**config.mk**
```make
export PLATFORM = sky130hd
export DESIGN_NAME = bcd_bin_conv_seq
export DESIGN_NICKNAME = d
export VERILOG_FILES = /design/src/rtl/bcd_conv_pkg.sv /design/src/rtl/bcd_digit_adj.sv /design/src/rtl/bcd_bin_conv_seq.sv
export SDC_FILE = /design/constraint.sdc
export NUM_CORES = 1
export LEC_CHECK = 0
export CORE_ASPECT_RATIO = 0.75
export CORE_MARGIN = 5
export CORE_UTILIZATION = 57
export DETAILED_ROUTE_END_ITERATION = 16
export GPL_TIMING_DRIVEN = 1
export PLACE_DENSITY = 0.84
export SYNTH_ARGS = -nofsm -noshare
export SYNTH_HDL_FRONTEND = slang
export SYNTH_SLANG_ARGS = --single-unit
```
**constraint.sdc**
```tcl
create_clock -name clk -period 3.2 [get_ports clk]
set_clock_uncertainty 0.1 [all_clocks]
set_input_delay 0.32 -clock clk [delete_from_list [all_inputs] [get_ports clk]]
set_output_delay 0.32 -clock clk [all_outputs]
set_load 0.02 [all_outputs]
```
**src/rtl/bcd_conv_pkg.sv**
```systemverilog
// Shared types and constants for the sequential BCD/binary converter.
package bcd_conv_pkg;

  typedef enum logic [1:0] {
    IDLE = 2'd0,
    RUN  = 2'd1,
    DONE = 2'd2
  } state_e;

  localparam logic MODE_BCD2BIN = 1'b0;
  localparam logic MODE_BIN2BCD = 1'b1;

  // 10**n, used to derive the largest operand representable in DIGITS digits.
  function automatic int pow10(input int n);
    int r;
    r = 1;
    for (int i = 0; i < n; i++) r = r * 10;
    return r;
  endfunction

endpackage

```
**src/rtl/bcd_digit_adj.sv**
```systemverilog
// Single BCD digit corrector: -3 for digits >= 8 when decoding, +3 for digits >= 5 when encoding.
module bcd_digit_adj
  import bcd_conv_pkg::*;
(
  input  logic [3:0] digit_i,
  input  logic       mode_i,
  output logic [3:0] digit_o
);

  always_comb begin
    digit_o = digit_i;
    if (mode_i == MODE_BCD2BIN) begin
      if (digit_i >= 4'd8) digit_o = digit_i - 4'd3;
    end else begin
      if (digit_i >= 4'd5) digit_o = digit_i + 4'd3;
    end
  end

endmodule

```
**src/rtl/bcd_bin_conv_seq.sv**
```systemverilog
// Bit-serial bidirectional BCD<->binary converter with valid/ready on both sides
// and an SN184-style active-low enable that blanks the output to all ones.
module bcd_bin_conv_seq
  import bcd_conv_pkg::*;
#(
  parameter int DIGITS = 2,
  parameter int BIN_W  = 7
) (
  input  logic                  clk,
  input  logic                  rst_n,
  input  logic                  g_n,
  input  logic                  mode,
  input  logic                  in_valid,
  output logic                  in_ready,
  input  logic [4*DIGITS-1:0]   din,
  output logic                  out_valid,
  input  logic                  out_ready,
  output logic [4*DIGITS-1:0]   dout,
  output logic                  err,
  output logic [1:0]            state_dbg
);

  // Handshakes: a transfer happens on a rising edge where valid && ready are both high;
  // the producer holds its payload stable while valid is high and ready is low.

  localparam int DW = 4 * DIGITS;
  localparam int CW = $clog2(BIN_W + 1);
  localparam int EW = (DW > BIN_W) ? DW : BIN_W;
  localparam logic [BIN_W-1:0] LIMIT = BIN_W'(pow10(DIGITS) - 1);

  state_e            state_q, state_d;
  logic              mode_q, mode_d;
  logic              err_q, err_d;
  logic [CW-1:0]     cnt_q, cnt_d;
  logic [DW-1:0]     bcd_q, bcd_d;
  logic [BIN_W-1:0]  bin_q, bin_d;

  logic [EW-1:0]     din_ext;
  logic              bcd_bad, bin_bad, operand_bad;
  logic [DW-1:0]     bcd_shr, adj_in, adj_out;
  logic [DW-1:0]     step_bcd;
  logic [BIN_W-1:0]  step_bin;
  logic [DW-1:0]     result;

  assign din_ext = EW'(din);

  always_comb begin
    bcd_bad = 1'b0;
    for (int i = 0; i < DIGITS; i++) begin
      if (din[4*i +: 4] > 4'd9) bcd_bad = 1'b1;
    end
  end

  assign bin_bad     = ((din_ext >> BIN_W) != '0) || (din_ext[BIN_W-1:0] > LIMIT);
  assign operand_bad = (mode == MODE_BCD2BIN) ? bcd_bad : bin_bad;

  // Decoding corrects after the right shift, encoding corrects before the left shift.
  assign bcd_shr = {1'b0, bcd_q[DW-1:1]};
  assign adj_in  = (mode_q == MODE_BIN2BCD) ? bcd_q : bcd_shr;

  for (genvar g = 0; g < DIGITS; g++) begin : g_adj
    bcd_digit_adj u_adj (
      .digit_i (adj_in[4*g +: 4]),
      .mode_i  (mode_q),
      .digit_o (adj_out[4*g +: 4])
    );
  end

  always_comb begin
    if (mode_q == MODE_BCD2BIN) begin
      step_bcd = adj_out;
      step_bin = {bcd_q[0], bin_q[BIN_W-1:1]};
    end else begin
      step_bcd = {adj_out[DW-2:0], bin_q[BIN_W-1]};
      step_bin = {bin_q[BIN_W-2:0], 1'b0};
    end
  end

  always_comb begin
    state_d = state_q;
    mode_d  = mode_q;
    err_d   = err_q;
    cnt_d   = cnt_q;
    bcd_d   = bcd_q;
    bin_d   = bin_q;
    case (state_q)
      IDLE: begin
        if (in_valid && in_ready) begin
          mode_d = mode;
          cnt_d  = '0;
          if (mode == MODE_BCD2BIN) begin
            bcd_d = din;
            bin_d = '0;
          end else begin
            bcd_d = '0;
            bin_d = din_ext[BIN_W-1:0];
          end
          err_d   = operand_bad;
          state_d = operand_bad ? DONE : RUN;
        end
      end
      RUN: begin
        cnt_d = cnt_q + CW'(1);
        bcd_d = step_bcd;
        bin_d = step_bin;
        if (cnt_q == CW'(BIN_W - 1)) state_d = DONE;
      end
      DONE: begin
        if (out_valid && out_ready) state_d = IDLE;
      end
      default: state_d = IDLE;
    endcase
  end

  always_ff @(posedge clk or negedge rst_n) begin
    if (!rst_n) begin
      state_q <= IDLE;
      mode_q  <= MODE_BCD2BIN;
      err_q   <= 1'b0;
      cnt_q   <= '0;
      bcd_q   <= '0;
      bin_q   <= '0;
    end else begin
      state_q <= state_d;
      mode_q  <= mode_d;
      err_q   <= err_d;
      cnt_q   <= cnt_d;
      bcd_q   <= bcd_d;
      bin_q   <= bin_d;
    end
  end

  assign result    = (mode_q == MODE_BIN2BCD) ? bcd_q : DW'(bin_q);
  assign in_ready  = (state_q == IDLE) && !g_n;
  assign out_valid = (state_q == DONE) && !g_n;
  assign err       = out_valid && err_q;
  assign dout      = (out_valid && !err_q) ? result : '1;
  assign state_dbg = state_q;

endmodule

```
==> results of run 1 <==
state kept, by name, indices dropped and copies added (netlist names):
register / count
bcd_q: 8
bin_q: 7
cnt_q: 3
state_dbg: 2
err_q: 1
mode_q: 1
worst paths after layout:
path | end | slack [ps] | cells after the start
hold reg to reg | bin_q[1] | 440 | 2
max in group asynchronous | bin_q[6] | 1880 | 1
setup / recovery | dout[2] | 660 | 4
min in group asynchronous | cnt_q[0] | 500 | 1
setup reg to reg | bcd_q[1] | 850 | 7
hold / removal | bin_q[1] | 440 | 2
synthesized netlist by cell type (all sizes together), types with 2 or more instances:
| library cell | instances |
|---|---|
| inv | 11 |
| nor2b | 7 |
| nand4 | 2 |
| buf | 12 |
| nor2 | 8 |
| nand2 | 23 |
| nor3 | 6 |
| nor3b | 3 |
| and3 | 5 |
| a221oi | 2 |
| a21oi | 14 |
| o311a | 2 |
| nand2b | 8 |
| a221o | 4 |
| clkbuf | 3 |
| nand3 | 17 |
| o21a | 4 |
| ha | 7 |
| a211oi | 4 |
| mux2i | 5 |
| o21ai | 13 |
| a31oi | 3 |
| dfrtp | 22 |
| xnor2 | 3 |
cell families (layout without fill, tap and decap cells):
kind of cell / after synthesis / after routing
adders and majority gates: 7 / 7
buffers and inverters: 26 / 46
and+or+nand+nor: 83 / 83
muxes: 5 / 5
AOI/OAI and AO/OA: 53 / 53
xor gates and xnor gates: 4 / 4
DFF: 22 / 22
cells in the final DEF, fill, tap and decap left out, drive strengths merged:
cell type and n:
clkdlybuf4s50 26, nand2 23, dfrtp 22, nand3 17, a21oi 14, o21ai 13
inv 11, nand2b 8, nor2 8, nor2b 7, ha 7, nor3 6
mux2i 5, and3 5, buf 5, o21a 4, a221o 4, a211oi 4
a31oi 3, xnor2 3, clkbuf 3, nor3b 3, o311a 2, nand4 2
a221oi 2, and2 1, nor4b 1, o211ai 1, or4b 1, nand3b 1
o221ai 1, xor2 1, o22ai 1, a311oi 1, a2111oi 1, o31ai 1
o21bai 1, bufinv 1
worst max-delay path: stages, from the launching register on:
cell	delay (ps)
dfrtp_1	780
buf_4	280
mux2i_1	190
nand2_1	70
clkdlybuf4s50_1	530
metal layers:
metal | vias to the layer above | share of wire
li1 | 759 | -
met1 | 770 | 0.43
met2 | 78 | 0.48
met3 | 12 | 0.067
met4 | 0 | 0.017
met5 | - | 0
final cells by class:
type	instances	area [um2]
clock inverters	1	30.0
repair buffers	31	298
clock buffers	3	41.3
well taps	38	47.5
multi-input cells	152	998
flip-flops and latches	22	551
fillers	235	886
inverters	11	41.3
through the flow:
stage               hold slack (ps)  worst slack [ps]  power, uW  instance area, um2
floorplan                     -75.6              1040       1390                1680
global placement                403               753       1610                1940
detailed placement              426               699       1660                1940
CTS                             445               676       1950                2010
global route                    484               545       2110                2010
finish                          442               658       1960                2010
power by group through the flow:
stage / sequential [uW] / combinational, uW / clock (uW)
after floorplan: 526 / 868 / 0
after global placement: 604 / 1010 / 0
after global routing: 638 / 1210 / 271
after detailed placement: 612 / 1050 / 0
after CTS: 608 / 1080 / 263
final: 617 / 1080 / 265
==> flow_summary.ini, run 1 <==
[power]
intPower_uw = 1040
pwr-share-comb = 0.551
vdd_drop_max_v = 0.000461
powerDensity_mw_per_mm2 = 978
power.net_switching_uw = 918
p_clk_frac = 0.135
seqPwrFrac = 0.314
switching_share = 0.468
p_leak_uw = 0.000852

[yosys]
synthAdderAreaFrac = 0.0522
synth.top_cell.area_share = 0.328
ys_types = 44
async_flop_share = 1.00
synth.avg_cell_area_um2 = 8.38
synth-compound-area-share = 0.219
ys_seq_elements = 22
synthMuxAreaShare = 0.0299
syn_nets = 221
synth_top_cell_by_area = dfrtp_1
synth_edf_count = 0
ys_seq_area_frac = 0.328
synth_top_family_by_area = simple AND/OR/NAND/NOR gates
synth_xor_area_frac = 0.0209
yosys.area_share.simple = 0.274
yosys-top-cells-area = dfrtp_1 33%, ha_1 5.2%, nand2_1 5.1%
synthesis.area_mm2 = 0.00168
yosysWarningCount = 0
netlist_instances = 200
synth-main-ff-cell = dfrtp_1

[grt]
antenna_found_initial = 0
grt_max_degree = 24
grt_first_pass_wirelength_um = 7290
grt_use_met2 = 0.348
use_met3 = 0.0528
grt.overflow.total = 0
top_usage_layer = met2
track_usage = 0.222
grt_use_met1 = 0.308
first_global_vias = 1510

[die]
die_x_um = 72.6
ios = 27
rows = 17
core-area_mm2 = 0.00289
die_y_um = 57.0
start_util = 0.580
dieArea_mm2 = 0.00414

[routing]
via_per_inst = 6.28
drc = 0
routed-via-count = 1619
drt_wl_total_um = 4350
drt_iter0_drc = 141
wl_per_cell_um = 16.9
drtAntennaViolNets = 0
dr.pass1.iters = 4

[cells_and_area]
final_cells = 258
fin_nets = 242
final_util = 0.694
diodes = 0
area_delta_synth_final_pct = 19.7
drive_gt1_frac = 0.0773

[placement]
port-buffer-count = 26
numPlacedInstances = 254
place_congestion = 0.923
dp_hpwl_um = 3150

[timing]
final_max_slew_viol_count = 0
final_hold_viol_count = 0
finalCritPeriodShare = 0.794
setup_viol = 0
relSlewSlack = 0.321
maxClockFrequency_ghz = 0.393
setup-tns-final_ps = 0
post-route-min-period_ps = 2540
rsz0062_at_grt = false
worstMarginPinSlew_ps = 1020

[worst_setup_path]
crit_type = flip-flop to output pin
critPathCaptureType = output pin
cp_max_fo = 23
cp-start-kind = flip-flop
cp_data_required_time_ps = 2780
crit_start = mode_q
arrival_ps = 2120
r2r-start = mode_q

[run_status]
status = completed

[cts]
cts_max_level = 1
cts_resized = 0
cts-root-buf = clkbuf_8
clk_latency_ps = 270
cts_max_path_buffers = 2
numCtsBuffers = 3
cts_hold_buf = 0
cts_setup_buffers = 0
cts_tree = done
path_clk_slew_ps = 80
cts.sinks = 22

[worst_hold_path]
hp-class = flip-flop to flip-flop
min_from = bin_q[1]

[run]
cap_violations = 0
Note: power is estimated with default switching activity, not from simulation.
==> run 2, diff against run 1 <==
--- a/config.mk
+++ b/config.mk
@@ -7,10 +7,10 @@
 export LEC_CHECK = 0
 export CORE_ASPECT_RATIO = 0.75
 export CORE_MARGIN = 5
-export CORE_UTILIZATION = 57
+export CORE_UTILIZATION = 53
 export DETAILED_ROUTE_END_ITERATION = 16
 export GPL_TIMING_DRIVEN = 1
-export PLACE_DENSITY = 0.84
+export PLACE_DENSITY = 0.79
 export SYNTH_ARGS = -nofsm -noshare
 export SYNTH_HDL_FRONTEND = slang
 export SYNTH_SLANG_ARGS = --single-unit
==> constraint.sdc (replaced) <==
create_clock -name clk -period 2.5 [get_ports clk]
set_clock_uncertainty 0.1 [all_clocks]
set_input_delay 0.25 -clock clk [delete_from_list [all_inputs] [get_ports clk]]
set_output_delay 0.25 -clock clk [all_outputs]
set_load 0.02 [all_outputs]
==> run 2 against run 1 <==
  * First-iteration DRC count increased by 32%
  * Setup slack got worse by 530 ps
  * Routed wire length is 2.9% higher
  * Critical path depth grew 1
  * Die area increased by 6.3%
  * Largest cell class unchanged
==> flow_summary.ini, run 2 (synthesis results as in run 1) <==
[timing]
final_hold_viol_count = 0
maxClockFrequency_ghz = 0.422
finalWorstSetupSlack_ps = 132
relSlewSlack = 0.682
holdWs_ps = 234
setup-tns-final_ps = 0
worstMarginPinSlew_ps = 475
rsz0062_at_grt = false
post-route-min-period_ps = 2370
finalCritPeriodShare = 0.947
setup_viol = 0
final_max_slew_viol_count = 0

[grt]
grt_use_met2 = 0.335
use_met3 = 0.0444
grt_first_pass_wirelength_um = 7610
grt.overflow.total = 0
antenna_found_initial = 0
top_usage_layer = met2
track_usage = 0.223
grt_use_met1 = 0.321
grt_max_degree = 23
first_global_vias = 1583

[worst_setup_path]
crit_start = state_dbg[0]
cp_data_required_time_ps = 2150
cp_max_fo = 8
arrival_ps = 2020
r2r-end = bcd_q[2]
r2r_setup_slack_ps = 460
cp-start-kind = flip-flop
critPathCaptureType = output pin
crit_type = flip-flop to output pin
r2r-start = mode_q
rr_worst_depth = 8

[placement]
place_congestion = 0.899
dp_hpwl_um = 3350
place_ws_ps = 154
port-buffer-count = 26
placed_area_mm2 = 0.00197

[cells_and_area]
largest_reg_flops = 8
max_flop_register = bcd_q
area_delta_synth_final_pct = 20.1
drive_gt1_frac = 0.103
mostFrequentLayoutCells = 26 x clkdlybuf4s50_1, 23 x nand2_1, 20 x dfrtp_1, 17 x nand3_1, 14 x a21oi_1
diodes = 0
final_cell_area_mm2 = 0.00201
fin_nets = 246
biggestRegsByFlops = bcd_q x8, bin_q x7, cnt_q x3
final_common_cell = clkdlybuf4s50_1

[power]
p_leak_uw = 0.000857
p_total_uw = 2400
vdd_drop_max_v = 0.000677
powerDensity_mw_per_mm2 = 1190

[worst_hold_path]
hp-class = input port to async pin

[cts]
path_clk_slew_ps = 80
cts_setup_buffers = 0
cts-root-buf = clkbuf_8
cts_tree = done
clk_latency_ps = 260
cts_max_level = 1
numCtsBuffers = 3
cts_max_path_buffers = 2
cts.sinks = 22

[die]
ios = 27
die_y_um = 58.7
rows = 17
dieArea_mm2 = 0.00440
core-area_mm2 = 0.00300
die_x_um = 74.9
start_util = 0.559

[routing]
wl_per_cell_um = 17.2
routed-via-count = 1633
drt_wl_total_um = 4480
drtAntennaViolNets = 0
dr.pass1.iters = 5
drc = 0
drt_iter0_drc = 186
via_per_inst = 6.26

[run_status]
status = completed

[run]
cap_violations = 0
-- run 2: changes by cell type in the layout (fill, tap and decap cells not counted), sizes merged --
cell / change
buf: +4
bufinv: -1
-- run 2: what timing repair did --
item                       4_1_cts  5_1_grt
setup endpoints to repair        0        8
hold buffers                     0        0
resized for setup                0        3
-- run 2: worst max path at each step --
stage              end  slack, ps  cells past startpoint
2_1_floorplan  dout[0]        410                      4
3_3_place_gp   dout[0]        240                      6
3_5_place_dp   dout[1]        150                      6
4_1_cts        dout[1]          4                      5
5_1_grt        dout[1]          3                      5
6_report       dout[3]        130                      5
-- run 2: cell type report --
cell class | instances | area, um2
fill | 228 | 985
sequential | 22 | 553
clock buffer | 3 | 41.3
multi-input combinational | 152 | 1000
inverter | 11 | 41.3
timing repair buffer | 35 | 328
tap | 38 | 47.5
-- run 2: layer usage --
| layer | wire length, um | vias up | part of all wire |
|---|---|---|---|
| met2 | 2090 | 83 | 0.47 |
| li1 | - | 765 | - |
| met3 | 332 | 10 | 0.074 |
| met4 | 65 | 0 | 0.015 |
| met1 | 1990 | 775 | 0.44 |
| met5 | 0 | - | 0 |
-- run 2: power breakdown --
part           total (uW)  switching, uW  internal (uW)
logic                1400            777            621
registers             785            266            519
clock network         217            109            108
total                2400           1150           1250
-- run 2: stage by stage --
stage                      util  cells
after detailed placement  0.655    258
after global routing      0.672    261
final                     0.672    261
after CTS                 0.669    261
after global placement    0.655    258
after floorplan               -    200
-- run 2: critical path, stage by stage (launching register included) --
cell and delay, ps:
dfrtp_1 500, nor3b_2 250, nor2b_1 180, buf_4 190, nand3_1 80, clkdlybuf4s50_1 550
